File: config.mk
export PLATFORM = sky130hd
export DESIGN_NAME = dot_product_acc
export DESIGN_NICKNAME = d
export VERILOG_FILES = /design/src/rtl/dot_product_acc.sv
export SDC_FILE = /design/constraint.sdc
export NUM_CORES = 2
export LEC_CHECK = 0
export CORE_ASPECT_RATIO = 0.8
export CORE_MARGIN = 2
export CORE_UTILIZATION = 40
export DETAILED_ROUTE_END_ITERATION = 8
export PLACE_DENSITY = 0.65
export SLEW_MARGIN = 0
export SYNTH_ARGS = -nofsm -noshare
export SYNTH_HDL_FRONTEND = slang
export SYNTH_SLANG_ARGS = --single-unit
File: constraint.sdc
create_clock -name clk -period 14.85 [get_ports clk]
set_input_delay 2.97 -clock clk [delete_from_list [all_inputs] [get_ports clk]]
set_output_delay 2.97 -clock clk [all_outputs]
set_load 0.05 [all_outputs]
File: src/rtl/dot_product_acc.sv
// dot_product_acc -- streaming fixed-point dot-product accumulator.
//
// Each accepted beat carries LANES unsigned Q(DW-FRAC).FRAC operand pairs.
// Stage 1 registers the per-lane truncated products (a*b >> FRAC).
// Stage 2 adds their sum into an ACC_W-bit wrapping accumulator.
// A beat flagged in_last closes the vector. The result is presented on
// out_data/out_beats/out_sat and held until out_ready is seen.
//
// Optional feature: define DOTP_SAT_EN to clip results above 2^DW-1.
// When clipped, out_data is forced to all ones and out_sat is raised.
// Without the macro, out_data is the low DW accumulator bits and
// out_sat is always 0.
//
// Ports:
//   clk, rst           clock, synchronous active-high reset
//   in_valid/in_ready  operand beat handshake
//   in_a, in_b         packed operands, lane 0 in the most-significant DW bits
//   in_last            final beat of the vector
//   out_valid/out_ready result handshake
//   out_data           dot-product result (DW bits)
//   out_beats          accepted beats in the vector (saturating)
//   out_sat            result was clipped
module dot_product_acc #(
  parameter int unsigned LANES = 4,
  parameter int unsigned DW    = 16,
  parameter int unsigned FRAC  = 8,
  parameter int unsigned ACC_W = 32,
  parameter int unsigned CNT_W = 8
) (
  input  logic                clk,
  input  logic                rst,
  input  logic                in_valid,
  output logic                in_ready,
  input  logic [LANES*DW-1:0] in_a,
  input  logic [LANES*DW-1:0] in_b,
  input  logic                in_last,
  output logic                out_valid,
  input  logic                out_ready,
  output logic [DW-1:0]       out_data,
  output logic [CNT_W-1:0]    out_beats,
  output logic                out_sat
);

  localparam int unsigned PW = 2*DW - FRAC;

  typedef enum logic [1:0] {IDLE, ACC, FLUSH, HOLD} state_t;

  state_t           state;
  logic             ready_q;
  logic             accept;
  logic             handshake;

  logic [DW-1:0]    a_l, b_l;
  logic [2*DW-1:0]  full;
  logic [PW-1:0]    prod    [LANES];
  logic [PW-1:0]    s1_prod [LANES];
  logic             s1_valid;
  logic             s1_last;

  logic [ACC_W-1:0] acc;
  logic [ACC_W-1:0] lane_sum;
  logic [ACC_W-1:0] acc_sum;
  logic [CNT_W-1:0] cnt;

  logic [DW-1:0]    res_data;
  logic             sat_hit;

  // The registered ready is masked by rst so it reads 0 in the reset cycle.
  // It still reads 1 in the first cycle after reset.
  assign in_ready  = ready_q & ~rst;
  assign accept    = in_valid & in_ready;
  assign handshake = out_valid & out_ready;

  always_comb begin
    a_l  = '0;
    b_l  = '0;
    full = '0;
    for (int unsigned i = 0; i < LANES; i++) begin
      a_l     = in_a[(LANES-1-i)*DW +: DW];
      b_l     = in_b[(LANES-1-i)*DW +: DW];
      full    = (2*DW)'(a_l) * (2*DW)'(b_l);
      prod[i] = PW'(full >> FRAC);
    end
  end

  always_comb begin
    lane_sum = '0;
    for (int unsigned i = 0; i < LANES; i++) begin
      lane_sum = lane_sum + ACC_W'(s1_prod[i]);
    end
    acc_sum = acc + lane_sum;
  end

`ifdef DOTP_SAT_EN
  localparam logic [ACC_W-1:0] DMAX = ACC_W'({DW{1'b1}});
  always_comb begin
    sat_hit  = (acc_sum > DMAX);
    res_data = sat_hit ? '1 : acc_sum[DW-1:0];
  end
`else
  always_comb begin
    sat_hit  = 1'b0;
    res_data = acc_sum[DW-1:0];
  end
`endif

  always_ff @(posedge clk) begin
    if (rst) begin
      state     <= IDLE;
      ready_q   <= 1'b1;
      s1_valid  <= 1'b0;
      s1_last   <= 1'b0;
      acc       <= '0;
      cnt       <= '0;
      out_valid <= 1'b0;
      out_data  <= '0;
      out_beats <= '0;
      out_sat   <= 1'b0;
      for (int unsigned i = 0; i < LANES; i++) s1_prod[i] <= '0;
    end else begin
      s1_valid <= accept;
      s1_last  <= accept & in_last;
      if (accept) begin
        for (int unsigned i = 0; i < LANES; i++) s1_prod[i] <= prod[i];
      end

      if (handshake)     acc <= '0;
      else if (s1_valid) acc <= acc_sum;

      if (handshake)                 cnt <= '0;
      else if (accept && cnt != '1)  cnt <= cnt + 1'b1;

      case (state)
        IDLE, ACC: begin
          if (accept) begin
            if (in_last) begin
              state   <= FLUSH;
              ready_q <= 1'b0;
            end else begin
              state <= ACC;
            end
          end
        end
        // The last beat's products sit in stage 1 here. acc_sum already
        // includes them, so the result is captured as acc is updated.
        FLUSH: begin
          if (s1_valid && s1_last) begin
            state     <= HOLD;
            out_valid <= 1'b1;
            out_data  <= res_data;
            out_beats <= cnt;
            out_sat   <= sat_hit;
          end
        end
        HOLD: begin
          if (out_ready) begin
            state     <= IDLE;
            out_valid <= 1'b0;
            ready_q   <= 1'b1;
          end
        end
        default: state <= IDLE;
      endcase
    end
  end

endmodule

==> impl_metrics.ini <==
[timing]
drv_slew = 0
worstMarginPinSlew_ps = 972
period_needed_ps = 9310
fin_skew_ps = 6.48
min_period_over_period_pct = 62.7
hold_violations = 0
rsz0062_at_grt = no
fmax_mhz = 107
setup_viol = 0
slew_headroom_pct = 35.0
fin_tns_setup_ps = 0

[critical_path]
crit_required_ps = 14990
critical_path.max_fanout = 16
crit_arrival_ps = 9450
criticalPathCategory = in -> reg
cp-start-kind = primary input
crit_path_end_kind = flip-flop

[drt]
final_antenna_net_count = 0
vias = 22900
post_drt_wl_per_cell_um = 15.9
drt_iter0_markers = 1344
viasPerCell = 4.82
drt_drc_violations_left = 0
drt-total-wl_um = 75400
first_pass_iters = 6

[clock_tree]
cts_buffers = 17
cts_buffer_depth = 2
hold_buffers = 0
cts_sinks = 118
post_cts_buffers = 0
clk_latency_ps = 410
htree_levels = 4
cts_root_buf = clkbuf_16
cts_tree = built
cts_resized = 0
clkTransAtPathRegs_ps = 60

[logic_synthesis]
yosysWarnings = 0
syn_inst = 3608
synth.distinct_cells = 58
yosys-top-cells-area = fa_1 (44%), ha_1 (11%), inv_1 (9.7%), and2_1 (7.8%), nand2_1 (6.6%)
syn_area_um2 = 32700
ys_ff_latch = 118
avgSynthCellArea_um2 = 9.06
synth-seq-area-share_pct = 9.19
syn_nets = 4734
synth_top_area_share_pct = 43.6
synth-edff-count = 64
yosysTopAreaCell = fa_1
async_flop_share_pct = 0
ys.flop_type = edfxtp_1

[grt]
antenna_found_initial = 0
overflow = 0
grt_pass1_vias = 24300
grt_max_degree = 66
grt_usage_pct = 19.1
grt_pass1_wl_um = 129000

[floorplan]
initial_core_util_pct = 40.5
die_area_um2 = 84000
die_x_um = 324
core-area_um2 = 80800
rows = 93
die_h_um = 260
pin_count = 160

[finish]
antenna_cells = 0
n_fill_cell = 7914
final_cell_mix = inv_1 (841), fa_1 (712), nand2_1 (574)
drive_gt1_share_pct = 1.48
area_growth_pct = 9.41
layout_commonest_cell = inv_1
final_net_count = 4771

[place]
post-dp-hpwl_um = 62100
port_buffers = 158
finalWeightedCongestion = 0.865

[flow_run]
cap_viol_max_count = 0

[hold_path]
hp-class = reg -> reg

[run_status]
status = complete, no violations
==> per-stage QoR <==
stage | area [µm²] | worst slack (ps) | instances | hold WS, ps | utilization (%)
final | 35800 | 5540 | 4750 | 452 | 44.3
after global routing | 35800 | 5120 | 4750 | 478 | 44.3
after CTS | 35800 | 5510 | 4750 | 455 | 44.3
after detailed placement | 35100 | 5060 | 4718 | 447 | 43.5
after global placement | 35100 | 5100 | 4718 | 443 | 43.5
after floorplan | 32700 | 6350 | 3608 | 451 | -
==> Yosys cell counts (all sizes together) (10+ instances only) <==
| master | instances |
|---|---|
| o21a | 10 |
| nor2 | 113 |
| a31oi | 10 |
| xnor2 | 102 |
| nand3 | 14 |
| ha | 281 |
| fa | 712 |
| clkbuf | 141 |
| dfxtp | 54 |
| a211oi | 11 |
| a21oi | 68 |
| edfxtp | 64 |
| nor3 | 13 |
| o21ai | 26 |
| nand4 | 14 |
| inv | 841 |
| and2 | 408 |
| nand2 | 575 |
| mux2i | 16 |
| a21o | 23 |
| xor2 | 43 |
==> cells by family after synthesis <==
group | after synthesis | synth area share [%]
buffers and inverters | 987 | 11.3
DFF | 118 | 9.19
other | 1 | 0.0115
xor gates and xnor gates | 145 | 3.88
AOI/OAI and AO/OA | 177 | 3.60
and+or+nand+nor | 1171 | 17.1
muxes | 16 | 0.490
adders and majority gates | 993 | 54.4
==> worst max-delay path, stage by stage <==
cell and delay (ps):
clkdlybuf4s50_1 790, and2_1 340, fa_1 540, inv_1 50, fa_1 460, fa_1 490, fa_1 540, inv_1 50
fa_1 470, inv_1 50, fa_1 470, inv_1 40, ha_1 200, nor3_1 260, nand2_1 90, a211oi_1 530
nor3b_2 190, o31a_1 310, nor2_1 200, a21oi_1 120, xnor2_1 210, nor2_1 60
==> state kept, by name, summed over array words and instances (netlist names) <==
signal     cells
acc           16
s1_last        1
ready_q        1
s1_valid       1
state          2
out_beats      8
cnt            8
out_valid      1
out_data      16
s1_prod       64
==> metal layers <==
| layer | wire, µm | GRT usage, % | share of wire (%) | up-vias |
|---|---|---|---|---|
| met5 | 0 | 0 | 0 | - |
| met4 | 611 | 2.13 | 0.81 | 0 |
| met3 | 3020 | 1.59 | 4.0 | 46 |
| met2 | 35800 | 31.2 | 47 | 487 |
| met1 | 36000 | 28.4 | 48 | 11700 |
| li1 | - | - | - | 10700 |
==> final cells by class <==
type / count / area, µm² / area share, %
clock inverters: 13 / 165 / 0.462
flip-flops and latches: 118 / 3000 / 8.40
repair buffers: 164 / 1630 / 4.55
multi-input cells: 2503 / 26000 / 72.7
clock buffers: 19 / 464 / 1.30
well taps: 1092 / 1370 / 3.82
inverters: 841 / 3160 / 8.83
==> worst paths after layout <==
path                 start             end  slack [ps]  cells past startpoint
max               in_a[23]  s1_prod[2][10]        5540                     22
min           out_beats[5]    out_beats[5]         450                      2
max reg2reg  s1_prod[3][2]    out_data[14]       10120                     13
min reg2reg   out_beats[5]    out_beats[5]         450                      2
Power is left out: the tool's default activity adds up to more than one toggle a clock period on the data nets, which glitch-free logic cannot reach.
